File: config.mk
export PLATFORM = sky130hd
export DESIGN_NAME = spi_slave_reg
export DESIGN_NICKNAME = d
export VERILOG_FILES = /design/src/rtl/spi_slave_reg.sv
export SDC_FILE = /design/constraint.sdc
export NUM_CORES = 1
export LEC_CHECK = 0
export CAP_MARGIN = 10
export CORE_MARGIN = 10
export CORE_UTILIZATION = 50
export CTS_CLUSTER_SIZE = 16
export DETAILED_ROUTE_END_ITERATION = 10
export GPL_TIMING_DRIVEN = 0
export PLACE_DENSITY = 0.73
export REMOVE_ABC_BUFFERS = 1
export SYNTH_ARGS = -nofsm -noshare
export SYNTH_HDL_FRONTEND = slang
export SYNTH_SLANG_ARGS = --single-unit
File: constraint.sdc
create_clock -name clk_i -period 5 [get_ports clk_i]
set_input_delay 1.5 -clock clk_i [delete_from_list [all_inputs] [get_ports clk_i]]
set_output_delay 1.5 -clock clk_i [all_outputs]
set_load 0.005 [all_outputs]
File: src/rtl/spi_slave_reg.sv
// SPI mode-0 slave exposing a four-entry 8-bit register file.
// Frame: {W,5'bx,addr[1:0]} then one data byte; reads return slv_reg[addr].
module spi_slave_reg #(
   parameter logic [7:0]  REG_INIT    = 8'h00,
   parameter int unsigned SYNC_STAGES = 2
) (
   input  logic       clk_i,
   input  logic       rst_ni,
   input  logic       sclk_i,
   input  logic       mosi_i,
   input  logic       cs_n_i,
   output logic       miso_o,
   output logic [7:0] slv_reg0_o,
   output logic [7:0] slv_reg1_o,
   output logic [7:0] slv_reg2_o,
   output logic [7:0] slv_reg3_o,
   output logic       wr_done_o
);

   typedef enum logic [1:0] {
      IDLE = 2'd0,
      CMD  = 2'd1,
      DATA = 2'd2,
      DONE = 2'd3
   } state_e;

   logic [SYNC_STAGES-1:0] sclk_sync_q;
   logic [SYNC_STAGES-1:0] mosi_sync_q;
   logic [SYNC_STAGES-1:0] cs_sync_q;
   logic [SYNC_STAGES-1:0] vld_q;
   logic                   sclk_s, mosi_s, cs_s;
   logic                   sclk_prev_q;
   logic                   rise, fall;

   state_e     state_q, state_d;
   logic [3:0] cnt_q, cnt_d;
   logic [6:0] rx_q, rx_d;
   logic [7:0] rx_byte;
   logic [7:0] tx_q, tx_d;
   logic       w_q, w_d;
   logic [1:0] addr_q, addr_d;
   logic       first_q, first_d;
   logic       wr_q, wr_d;
   logic       armed_q, armed_d;
   logic [7:0] regs_q [4];
   logic [7:0] regs_d [4];

   always_ff @(posedge clk_i or negedge rst_ni) begin
      if (!rst_ni) begin
         sclk_sync_q <= '0;
         mosi_sync_q <= '0;
         cs_sync_q   <= '1;
         vld_q       <= '0;
         sclk_prev_q <= 1'b0;
      end else begin
         sclk_sync_q <= {sclk_sync_q[SYNC_STAGES-2:0], sclk_i};
         mosi_sync_q <= {mosi_sync_q[SYNC_STAGES-2:0], mosi_i};
         cs_sync_q   <= {cs_sync_q[SYNC_STAGES-2:0], cs_n_i};
         vld_q       <= {vld_q[SYNC_STAGES-2:0], 1'b1};
         sclk_prev_q <= sclk_s;
      end
   end

   assign sclk_s  = sclk_sync_q[SYNC_STAGES-1];
   assign mosi_s  = mosi_sync_q[SYNC_STAGES-1];
   assign cs_s    = cs_sync_q[SYNC_STAGES-1];
   assign rise    = sclk_s & ~sclk_prev_q;
   assign fall    = ~sclk_s & sclk_prev_q;
   assign rx_byte = {rx_q, mosi_s};

   // A frame may only start once cs_n has really been seen high after the
   // synchronizer has flushed, so a cs_n held low across reset is ignored.
   always_comb begin
      state_d = state_q;
      cnt_d   = cnt_q;
      rx_d    = rx_q;
      tx_d    = tx_q;
      w_d     = w_q;
      addr_d  = addr_q;
      first_d = first_q;
      wr_d    = 1'b0;
      regs_d  = regs_q;
      armed_d = armed_q | (vld_q[SYNC_STAGES-1] & cs_s);
      unique case (state_q)
         IDLE: begin
            cnt_d   = '0;
            rx_d    = '0;
            tx_d    = '0;
            first_d = 1'b0;
            if (armed_q && !cs_s) state_d = CMD;
         end
         CMD: begin
            if (rise) begin
               rx_d  = rx_byte[6:0];
               cnt_d = cnt_q + 4'd1;
               if (cnt_q == 4'd7) begin
                  w_d     = rx_q[6];
                  addr_d  = {rx_q[0], mosi_s};
                  first_d = 1'b1;
                  state_d = DATA;
               end
            end
         end
         DATA: begin
            if (rise) begin
               rx_d  = rx_byte[6:0];
               cnt_d = cnt_q + 4'd1;
               if (cnt_q == 4'd15) begin
                  state_d = DONE;
                  if (w_q) begin
                     regs_d[addr_q] = rx_byte;
                     wr_d           = 1'b1;
                  end
               end
            end
            if (fall) begin
               first_d = 1'b0;
               tx_d    = first_q ? regs_q[addr_q] : {tx_q[6:0], 1'b0};
            end
         end
         DONE: begin
            state_d = DONE;
         end
      endcase
      if (cs_s && state_q != IDLE) begin
         state_d = IDLE;
         wr_d    = 1'b0;
         regs_d  = regs_q;
      end
   end

   always_ff @(posedge clk_i or negedge rst_ni) begin
      if (!rst_ni) begin
         state_q <= IDLE;
         cnt_q   <= '0;
         rx_q    <= '0;
         tx_q    <= '0;
         w_q     <= 1'b0;
         addr_q  <= '0;
         first_q <= 1'b0;
         wr_q    <= 1'b0;
         armed_q <= 1'b0;
         for (int i = 0; i < 4; i++) regs_q[i] <= REG_INIT;
      end else begin
         state_q <= state_d;
         cnt_q   <= cnt_d;
         rx_q    <= rx_d;
         tx_q    <= tx_d;
         w_q     <= w_d;
         addr_q  <= addr_d;
         first_q <= first_d;
         wr_q    <= wr_d;
         armed_q <= armed_d;
         regs_q  <= regs_d;
      end
   end

   assign miso_o     = tx_q[7] & ~cs_s & ((state_q == DATA) | (state_q == DONE));
   assign wr_done_o  = wr_q;
   assign slv_reg0_o = regs_q[0];
   assign slv_reg1_o = regs_q[1];
   assign slv_reg2_o = regs_q[2];
   assign slv_reg3_o = regs_q[3];

endmodule

==> impl_results.md <==
- CP endpoint kind: output port
- Critical path launch point type: flop
- Post-CTS Setup Inserts: 0
- CTS buffer count: 9
- GP Congestion: roughly 0.78
- List of most frequent post-synthesis cells: dfrtp_1, mux2_2, nand2_1
- Ys async rst share: 100%
- Reg2Reg Setup Slack: approximately 2.5 ns
- Minimum clock period: between 3 and 4 ns
- Detailed-route via count: approximately 1,900
- Detail Placement HPWL: around 4100 um
- Mux cell area share after synthesis: about 20%
- Post-route ant nets: 0
- Status: complete, no violations
- Row count: 28
- Place WS: about 1.9 ns
- Simple-Gate Fraction of Synth Area: a little under an eighth
- Number of H-tree levels: 3
- Slew Limit Fails: 0
- Clk_skew: ~0.0087 ns
- Top-area cell type share of the netlist area: around 55%
- Post-synth EDFFs: 0
- Top-Level Pins: 39
- Peak supply drop: approximately 220 uV
- Xor/xnor share of the synthesized area: less than 1%
- Crit-path max FO: 6
- Most common cell in the netlist: dfrtp_1
- Fmax: 292 MHz
- Clock Tree Buf Depth: 2
- Final net count: approximately 280
- P&R area growth vs syn: 22.3%
- Adder and majority gate portion of the synthesized area: 2.09%
- Setup repair after global routing missed its margin: false
- Number of global-route vias before repair: 2,011
- DIE WIDTH: 97.5 um
- CP max stage cell: clkdlybuf4s50_1
- Worst-path cell chain: inv_1, ha_1, o211a_1, clkdlybuf4s50_1
- Max cap viols: 0
- Root Driver: clkbuf_8
- Core Region: 5890 um^2
- Critical Path Max Stage Delay: ~0.5 ns
- DR pass1 iterations: 4
- Worst setup margin: between 1.5 and 2 ns
- Post-synthesis compound-gate area fraction: between 6 and 7%
- Worst Tran Pin Value: around 0.9 ns
- Sequential fraction of the synthesis area: between 50 and 60%
- Post-CTS Hold Buffers: 0
- Synth warnings: 0
- Synth cell types: 41
- Largest net degree at the start of global routing: a little under 70
- Setup TNS: 0 ns
- Number of vias per cell: 5.55
- Die Y: roughly 97 um
- Leading area contributor after synthesis: dfrtp_1
- Cell Area, Synth: around 3000 um^2
- Grt ovf: 0
- First-pass GRT wire length: 10,300 um
- WL final: just over 6000 um
- Resized Gates After CTS: 0
- Starting Density: approximately 50%
- Port-buffer cells: 38
- # DRC: 0
- Main area contributors after synthesis: dfrtp_1, mux2_2, mux4_2
- Initial antenna violation count: 0
- Later-pin clock latency in the skew report: 0.34 ns
- CTS tree: built
- WL/cell: around 18 um
- # setup viols final: 0
- Worst-path clk slew: around 0.07 ns
- Clock sink count: between 60 and 70
- Die area: approximately 9500 um^2
- Synthesized area per cell: 13.5 um^2
- Ant diodes: 0
- Worst hold path class: flop to flop
- PwrDens: approximately 370 nW/um^2
- 1st-iter DRT viols: 75
- Pleak: ~1.7 nW
- Combinational family with the most area after synthesis: multiplexers
- Layout cells sized above 1: around 25%
- Synth Instances: between 200 and 250
- Period utilization: a little under 70%
- Relative slew margins: 40.8%
- WP data required: around 3.5 ns
- CP Class: flop to output port
- Final hold violation count: 0
- Global Route Usage Sum: a little over an eighth
- Synth Register Bits: 68
- Arr. time, crit path: 1.93 ns
- Primary FF master, synth: dfrtp_1
[layer usage]
metal | wire, um | track usage [%] | vias up
li1 | - | - | 883
met1 | 2650 | 16.2 | 989
met2 | 3070 | 21.6 | 39
met3 | 299 | 3.49 | 10
met4 | 121 | 6.71 | 0
met5 | 0 | 0 | -
[cell usage in the layout (no fill, tap or decap), drive strengths merged, types with 3 or more instances in the layout]
| cell | synthesis | layout |
|---|---|---|
| clkdlybuf4s50 | 0 | 37 |
| dfrtp | 66 | 66 |
| inv | 13 | 13 |
| nor3 | 3 | 3 |
| o21ai | 10 | 10 |
| a21oi | 4 | 4 |
| mux2 | 34 | 34 |
| nand2 | 24 | 24 |
| nand3 | 10 | 10 |
| clkinvlp | 0 | 3 |
| ha | 5 | 5 |
| mux4 | 8 | 8 |
| clkbuf | 4 | 10 |
| nor2 | 4 | 4 |
| a22oi | 7 | 7 |
[area by class of cell]
cell class,count,area (um^2)
Fill cell,472,2220
Sequential cell,68,1700
Multi-Input combinational cell,136,1220
Timing Repair Buffer,38,378
Clock buffer,10,138
Tap cell,75,93.8
Clock inverter,6,87.6
Inverter,13,48.8
[registers in the layout, indices dropped and copies added (netlist names), 4 cells and up]
name        flops
slv_reg3_o      8
cnt_q           4
slv_reg0_o      8
slv_reg2_o      8
rx_q            7
slv_reg1_o      8
tx_q            8
[worst max-delay path: cells and delay by family, from the launching register on]
family          cells  cell delay, ns
buf+inv             2            0.64
flops               1            0.43
fa+ha+maj           1            0.31
compound gates      1            0.21
[kinds of logic (layout without fill, tap and decap cells)]
logic type / count (synthesis) / count (layout)
adder cells (fa/ha/maj): 5 / 5
XOR/XNOR: 2 / 2
other: 1 / 1
AO/OA/AOI/OAI: 28 / 28
buffers and inverters: 19 / 67
flip-flops: 68 / 68
multiplexers: 44 / 44
AND/OR/NAND/NOR: 56 / 56
[metrics by stage]
stage / hold slack, ns / util [%] / cells / total power (W) / instance area [um^2]
finish: 0.350 / 62.4 / 346 / 0.00136 / 3670
detailed placement: 0.335 / 58.5 / 330 / 0.000865 / 3440
global route: 0.360 / 62.4 / 346 / 0.00143 / 3670
global placement: 0.333 / 58.6 / 330 / 0.000857 / 3450
floorplan: 0.331 / - / 217 / 0.000797 / 2970
CTS: 0.351 / 62.4 / 346 / 0.00137 / 3670
[final timing paths]
kind	startpoint	endpoint	cells after the start
min in group asynchronous	rst_ni	slv_reg1_o[7]	1
max in group asynchronous	rst_ni	tx_q[2]	1
worst max-delay path	state_q[0]	miso_o	4
worst min register to register	mosi_sync_q[0]	mosi_sync_q[1]	0
worst max register to register	state_q[0]	slv_reg0_o[5]	6
worst min-delay path	mosi_sync_q[0]	mosi_sync_q[1]	0
[report_power, final]
part           internal [W]  switching [W]  leakage [nW]
Sequential         0.000587      0.0000503         0.915
Clock              0.000293       0.000209         0.105
Combinational     0.0000813       0.000138         0.666
No activity file was read; power rests on OpenSTA's default activity.
